--- config.mk ---
export PLATFORM = sky130hd
export DESIGN_NAME = perceptron_trainer
export DESIGN_NICKNAME = d
export VERILOG_FILES = /design/src/rtl/perceptron_trainer.sv
export SDC_FILE = /design/constraint.sdc
export NUM_CORES = 1
export LEC_CHECK = 0
export CORE_ASPECT_RATIO = 0.7
export CORE_MARGIN = 1
export CORE_UTILIZATION = 50
export DETAILED_ROUTE_END_ITERATION = 8
export PLACE_DENSITY = 0.77
export SYNTH_ARGS = -nofsm -noshare
export SYNTH_HDL_FRONTEND = slang
export SYNTH_SLANG_ARGS = --single-unit
--- constraint.sdc ---
create_clock -name i_clk -period 3.75 [get_ports i_clk]
set_input_delay 0.75 -clock i_clk [delete_from_list [all_inputs] [get_ports i_clk]]
set_output_delay 0.75 -clock i_clk [all_outputs]
set_load 0.05 [all_outputs]
--- src/rtl/perceptron_trainer.sv ---
//------------------------------------------------------------------------------
// perceptron_trainer : epoch-by-epoch training sequencer for one perceptron
// Revision: 1.0
//------------------------------------------------------------------------------
`default_nettype none

module perceptron_trainer #(
   parameter int N          = 2,
   parameter int DEPTH      = 4,
   parameter int MAX_EPOCHS = 16,
   localparam int EW = $clog2(MAX_EPOCHS + 1),
   localparam int CW = $clog2(DEPTH + 1)
) (
   input  logic              i_clk,
   input  logic              i_rst_n,
   input  logic              i_load_valid,
   input  logic [N*8+7:0]    i_load_data,
   output logic              o_load_ready,
   input  logic              i_start,
   input  logic              i_clear,
   output logic              o_busy,
   output logic              o_done,
   output logic              o_converged,
   output logic [EW-1:0]     o_epochs,
   output logic [CW-1:0]     o_mistakes,
   output logic              o_train,
   output logic              o_argument_valid,
   output logic [N*8-1:0]    o_argument_data,
   input  logic              i_argument_ready,
   input  logic              i_result_valid,
   input  logic [7:0]        i_result_data,
   output logic              o_result_ready,
   output logic              o_error_valid,
   output logic [15:0]       o_error_data,
   input  logic              i_error_ready,
   input  logic              i_propagate_valid,
   input  logic [N*16-1:0]   i_propagate_data,
   output logic              o_propagate_ready
);

   localparam int IW = $clog2(DEPTH);

   typedef enum logic [2:0] {
      S_IDLE = 3'd0,
      S_ARG  = 3'd1,
      S_RES  = 3'd2,
      S_ERR  = 3'd3,
      S_PROP = 3'd4,
      S_DONE = 3'd5
   } state_t;

   state_t              r_state, w_next;
   logic [N*8+7:0]      r_mem [DEPTH];
   logic [CW-1:0]       r_count;
   logic [IW-1:0]       r_idx;
   logic [IW-1:0]       w_idx_inc;
   logic [N*8-1:0]      r_arg;
   logic [15:0]         r_err;
   logic [CW-1:0]       r_mistakes;
   logic [EW-1:0]       r_epochs;
   logic                r_converged;
   logic                w_load, w_begin, w_last, w_stop, w_prop_hs;
   logic [7:0]          w_target;
   logic [8:0]          w_diff;
   logic                w_unused;

   assign w_unused  = ^i_propagate_data;
   assign w_load    = i_load_valid && o_load_ready;
   assign w_begin   = i_start && !i_clear && (r_count != '0) &&
                      ((r_state == S_IDLE) || (r_state == S_DONE));
   assign w_idx_inc = r_idx + 1'b1;
   assign w_last    = (CW'(r_idx) + 1'b1) >= r_count;
   assign w_stop    = (r_mistakes == '0) || ((r_epochs + 1'b1) == EW'(MAX_EPOCHS));
   assign w_prop_hs = (r_state == S_PROP) && i_propagate_valid;
   assign w_target  = r_mem[r_idx][N*8 +: 8];
   // 9-bit difference keeps the borrow so the sign survives extension
   assign w_diff    = {1'b0, w_target} - {1'b0, i_result_data};

   always_comb begin
      w_next            = r_state;
      o_load_ready      = 1'b0;
      o_busy            = 1'b1;
      o_done            = 1'b0;
      o_train           = 1'b1;
      o_argument_valid  = 1'b0;
      o_result_ready    = 1'b0;
      o_error_valid     = 1'b0;
      o_propagate_ready = 1'b0;
      case (r_state)
         S_IDLE: begin
            o_busy       = 1'b0;
            o_train      = 1'b0;
            o_load_ready = (r_count < CW'(DEPTH));
            if (w_begin) w_next = S_ARG;
         end
         S_ARG: begin
            o_argument_valid = 1'b1;
            if (i_argument_ready) w_next = S_RES;
         end
         S_RES: begin
            o_result_ready = 1'b1;
            if (i_result_valid) w_next = S_ERR;
         end
         S_ERR: begin
            o_error_valid = 1'b1;
            if (i_error_ready) w_next = S_PROP;
         end
         S_PROP: begin
            o_propagate_ready = 1'b1;
            if (i_propagate_valid) w_next = (w_last && w_stop) ? S_DONE : S_ARG;
         end
         S_DONE: begin
            o_busy  = 1'b0;
            o_done  = 1'b1;
            o_train = 1'b0;
            if (i_clear)      w_next = S_IDLE;
            else if (w_begin) w_next = S_ARG;
         end
         default: w_next = S_IDLE;
      endcase
   end

   always_ff @(posedge i_clk) begin
      if (w_load) r_mem[r_count[IW-1:0]] <= i_load_data;
   end

   always_ff @(posedge i_clk or negedge i_rst_n) begin
      if (!i_rst_n) begin
         r_state     <= S_IDLE;
         r_count     <= '0;
         r_idx       <= '0;
         r_arg       <= '0;
         r_err       <= '0;
         r_mistakes  <= '0;
         r_epochs    <= '0;
         r_converged <= 1'b0;
      end else begin
         r_state <= w_next;
         if (i_clear && ((r_state == S_IDLE) || (r_state == S_DONE)))
            r_count <= '0;
         else if (w_load)
            r_count <= r_count + 1'b1;

         if (w_begin) begin
            r_idx       <= '0;
            r_mistakes  <= '0;
            r_epochs    <= '0;
            r_converged <= 1'b0;
            r_arg       <= r_mem[0][N*8-1:0];
         end

         if ((r_state == S_RES) && i_result_valid) begin
            r_err <= {{7{w_diff[8]}}, w_diff};
            if (i_result_data != w_target) r_mistakes <= r_mistakes + 1'b1;
         end

         if (w_prop_hs) begin
            if (!w_last) begin
               r_idx <= w_idx_inc;
               r_arg <= r_mem[w_idx_inc][N*8-1:0];
            end else begin
               if (r_epochs != EW'(MAX_EPOCHS)) r_epochs <= r_epochs + 1'b1;
               if (w_stop) begin
                  r_converged <= (r_mistakes == '0);
               end else begin
                  r_idx      <= '0;
                  r_mistakes <= '0;
                  r_arg      <= r_mem[0][N*8-1:0];
               end
            end
         end
      end
   end

   assign o_converged     = r_converged;
   assign o_epochs        = r_epochs;
   assign o_mistakes      = r_mistakes;
   assign o_argument_data = r_arg;
   assign o_error_data    = r_err;

endmodule

`default_nettype wire
==> flow_summary.toml <==
[cells_and_area]
diodes = 0
layout_common_cells = "96 x edfxtp_1, 88 x clkdlybuf4s50_1, 42 x dfrtp_1"
multi_input_comb_area_mm2 = 0.001979
final_common_cell = "edfxtp_1"
syn_to_final_growth_pct = 26.13
area.sequential_mm2 = 0.003934
final_cells = 668
postLayoutCellArea_mm2 = 0.007744
layout.nets = 592
layout-drive-gt1-share_pct = 14.68
fill_cells = 827

[global_route]
grt.total_usage_pct = 22.06
grt_pass1_vias = 3881
antenna_found_initial = 0
grt-ovfl-total = 0
grt_max_degree = 43
grt_pass1_wl_um = 20690

[floorplanning]
ios = 122
placementRows = 33
dieHeight_um = 94.71
initial_utilization_pct = 51.81
coreArea_mm2 = 0.01185
dieWidth_um = 134.4
die_area_mm2 = 0.01273

[sta]
final.min_clock_period_ns = 3.241
max_freq_ghz = 0.3086
fin_skew_ns = 0.01102
tns_ns = 0
finalHoldViolations = 0
drv_slew = 0
worstMarginPinSlew_ns = 0.9805
setup_slack_ns = 0.5094
setup_violations = 0
fin_crit_sh_pct = 86.42
max_slew_margin_pct = 34.63
rsz0062_at_grt = "false"

[clocking]
cts-root-buf = "clkbuf_16"
numCtsBuffers = 17
cts_resized = 0
postCtsSetupBuffers = 0
clk_latency_ns = 0.42
h-tree-depth = 4
cts_hold_buf = 0
clk_pin_slew_ns = 0.06
clkSinkCount = 138
cts_tree = "done"
clockBufferDepth = 2

[logic_synthesis]
synth_cell_types = 53
synth_area_leaders = "edfxtp_1 47%, dfrtp_1 17%, mux4_2 8.8%"
synth_area_mm2 = 0.006140
synth-edff-count = 96
async_flop_share_pct = 30.43
postSynthNetCount = 499
netlist_instances = 405
syn_avg_cell_area_um2 = 15.16
yosys_register_bits = 138
synth_top_cell_area_share_pct = 46.95
yosysWarnings = 0
synth.largest_area_cell = "edfxtp_1"
synth_ff_type = "edfxtp_1"
seq_area_frac_synth_pct = 64.07

[job]
maxCapViolCount = 0

[power_and_ir_drop]
vdd_ir_drop_max_v = 0.0008171
p_leak_uw = 0.002983
power_per_cell_area_mw_per_mm2 = 891.8

[placed_design]
hpwl_um = 8263
dp.cells = 636
placed_area_mm2 = 0.007153
gp_congestion = 0.8328
io_buffers = 89
post-place-ws_ns = 0.6921

[routing]
wl_um = 12830
wl_per_cell_um = 19.20
viasPerCell = 5.837
first_pass_iters = 5
drtIter0Drc = 282
drc = 0
ant_nets = 0
vias = 3899

[worst_hold_path]
hold_path_class = "reg -> reg"

[setup_path]
cp.required_ns = 3.00
arrival_ns = 2.49
end_kind = "output pin"
cp.depth = 4
r2r_slack_ns = 0.84
r2r_cells = 7
path_buf_inv = 2
reg2reg_to = "o_error_data[7]"
critPathKind = "reg -> out"
critPathMaxFanout = 13
slowest_stage = "clkdlybuf4s50_1"
r2r_start = "r_idx[0]"
cpLargestDelayFamily = "buffers and inverters"
crit_chain = "xor2_1 > nor2_1 > inv_1 > clkdlybuf4s50_1"
critical_path.endpoint = "o_busy"
slowest_delay_ns = 0.73
cp-start-kind = "register"
startpoint = "r_state[0]"

[run_status]
status = "completed"
==> per-stage QoR <==
step | total power, µW | util (%) | hold WS (ns)
after floorplan | 4366 | - | 0.4544
after global placement | 5167 | 60.36 | 0.4607
after detailed placement | 5246 | 60.36 | 0.4714
after CTS | 6923 | 65.35 | 0.4855
after global routing | 7222 | 65.35 | 0.5009
final | 6906 | 65.35 | 0.4789
==> synthesized netlist by cell type, types with 4 or more instances <==
| cell | count |
|---|---|
| a21oi_1 | 10 |
| a221o_1 | 16 |
| and3_1 | 20 |
| buf_2 | 4 |
| buf_4 | 8 |
| clkbuf_1 | 12 |
| dfrtp_1 | 42 |
| edfxtp_1 | 96 |
| ha_1 | 20 |
| inv_1 | 18 |
| mux2i_1 | 4 |
| mux4_2 | 24 |
| nand2_1 | 20 |
| nand3_1 | 4 |
| nor2_1 | 15 |
| nor2b_1 | 7 |
| nor3_1 | 8 |
| nor3b_1 | 5 |
| o21a_1 | 8 |
| o21ai_0 | 10 |
| o31ai_1 | 4 |
==> cell type report <==
class	count	share of cell area, %
Tap cell	157	2.537
Sequential cell	138	50.80
Timing Repair Buffer	100	12.51
Multi-Input combinational cell	221	25.56
Clock buffer	17	5.494
Inverter	20	0.9695
Clock inverter	15	2.133
==> where the power goes <==
group	switching, µW	internal (µW)	leakage, µW	total, µW
combinational	1840	1160	0.00128	2990
clock	720	951	0.000287	1670
sequential	265	1980	0.00141	2240
total	2820	4090	0.00298	6910
==> logic make-up after synthesis <==
kind of cell	synth area share (%)
muxes	9.456
adders and majority gates	4.402
buffers and inverters	3.688
DFF	64.07
and+or+nand+nor	8.539
AOI/OAI and AO/OA	8.987
xor gates and xnor gates	0.8561
==> how the worst min path moves through the flow <==
stage | slack, ns | start | cells after the start | endpoint
after floorplan | 0.45 | i_rst_n | 0 | o_argument_data[0]
after global placement | 0.46 | o_error_data[4] | 2 | o_error_data[4]
after detailed placement | 0.47 | o_error_data[4] | 2 | o_error_data[4]
after CTS | 0.49 | o_error_data[4] | 2 | o_error_data[4]
after global routing | 0.50 | o_error_data[5] | 2 | o_error_data[5]
final | 0.48 | o_error_data[4] | 2 | o_error_data[4]
==> worst register-to-register path: cells and delay by family, from the launching register on <==
kind,cells,cell delay [ns]
AOI/OAI and AO/OA,2,0.63
adders and majority gates,1,0.29
DFF,1,0.74
muxes,2,0.90
and+or+nand+nor,2,0.23
==> layer usage <==
metal | part of all wire (%) | vias to the layer above | GRT usage, %
met5 | 0 | - | 0
met4 | 0.93 | 0 | 7.491
met3 | 7.3 | 14 | 4.885
met2 | 48 | 167 | 34.63
met1 | 44 | 1948 | 30.79
li1 | - | 1770 | -
==> registers in the layout (all words and copies together) (netlist names), 2 cells and up <==
register         count
o_mistakes           3
o_error_data         9
r_idx                2
r_mem               96
r_count              3
o_epochs             5
o_argument_data     16
r_state              3
Power figures use the tool's default switching activity.
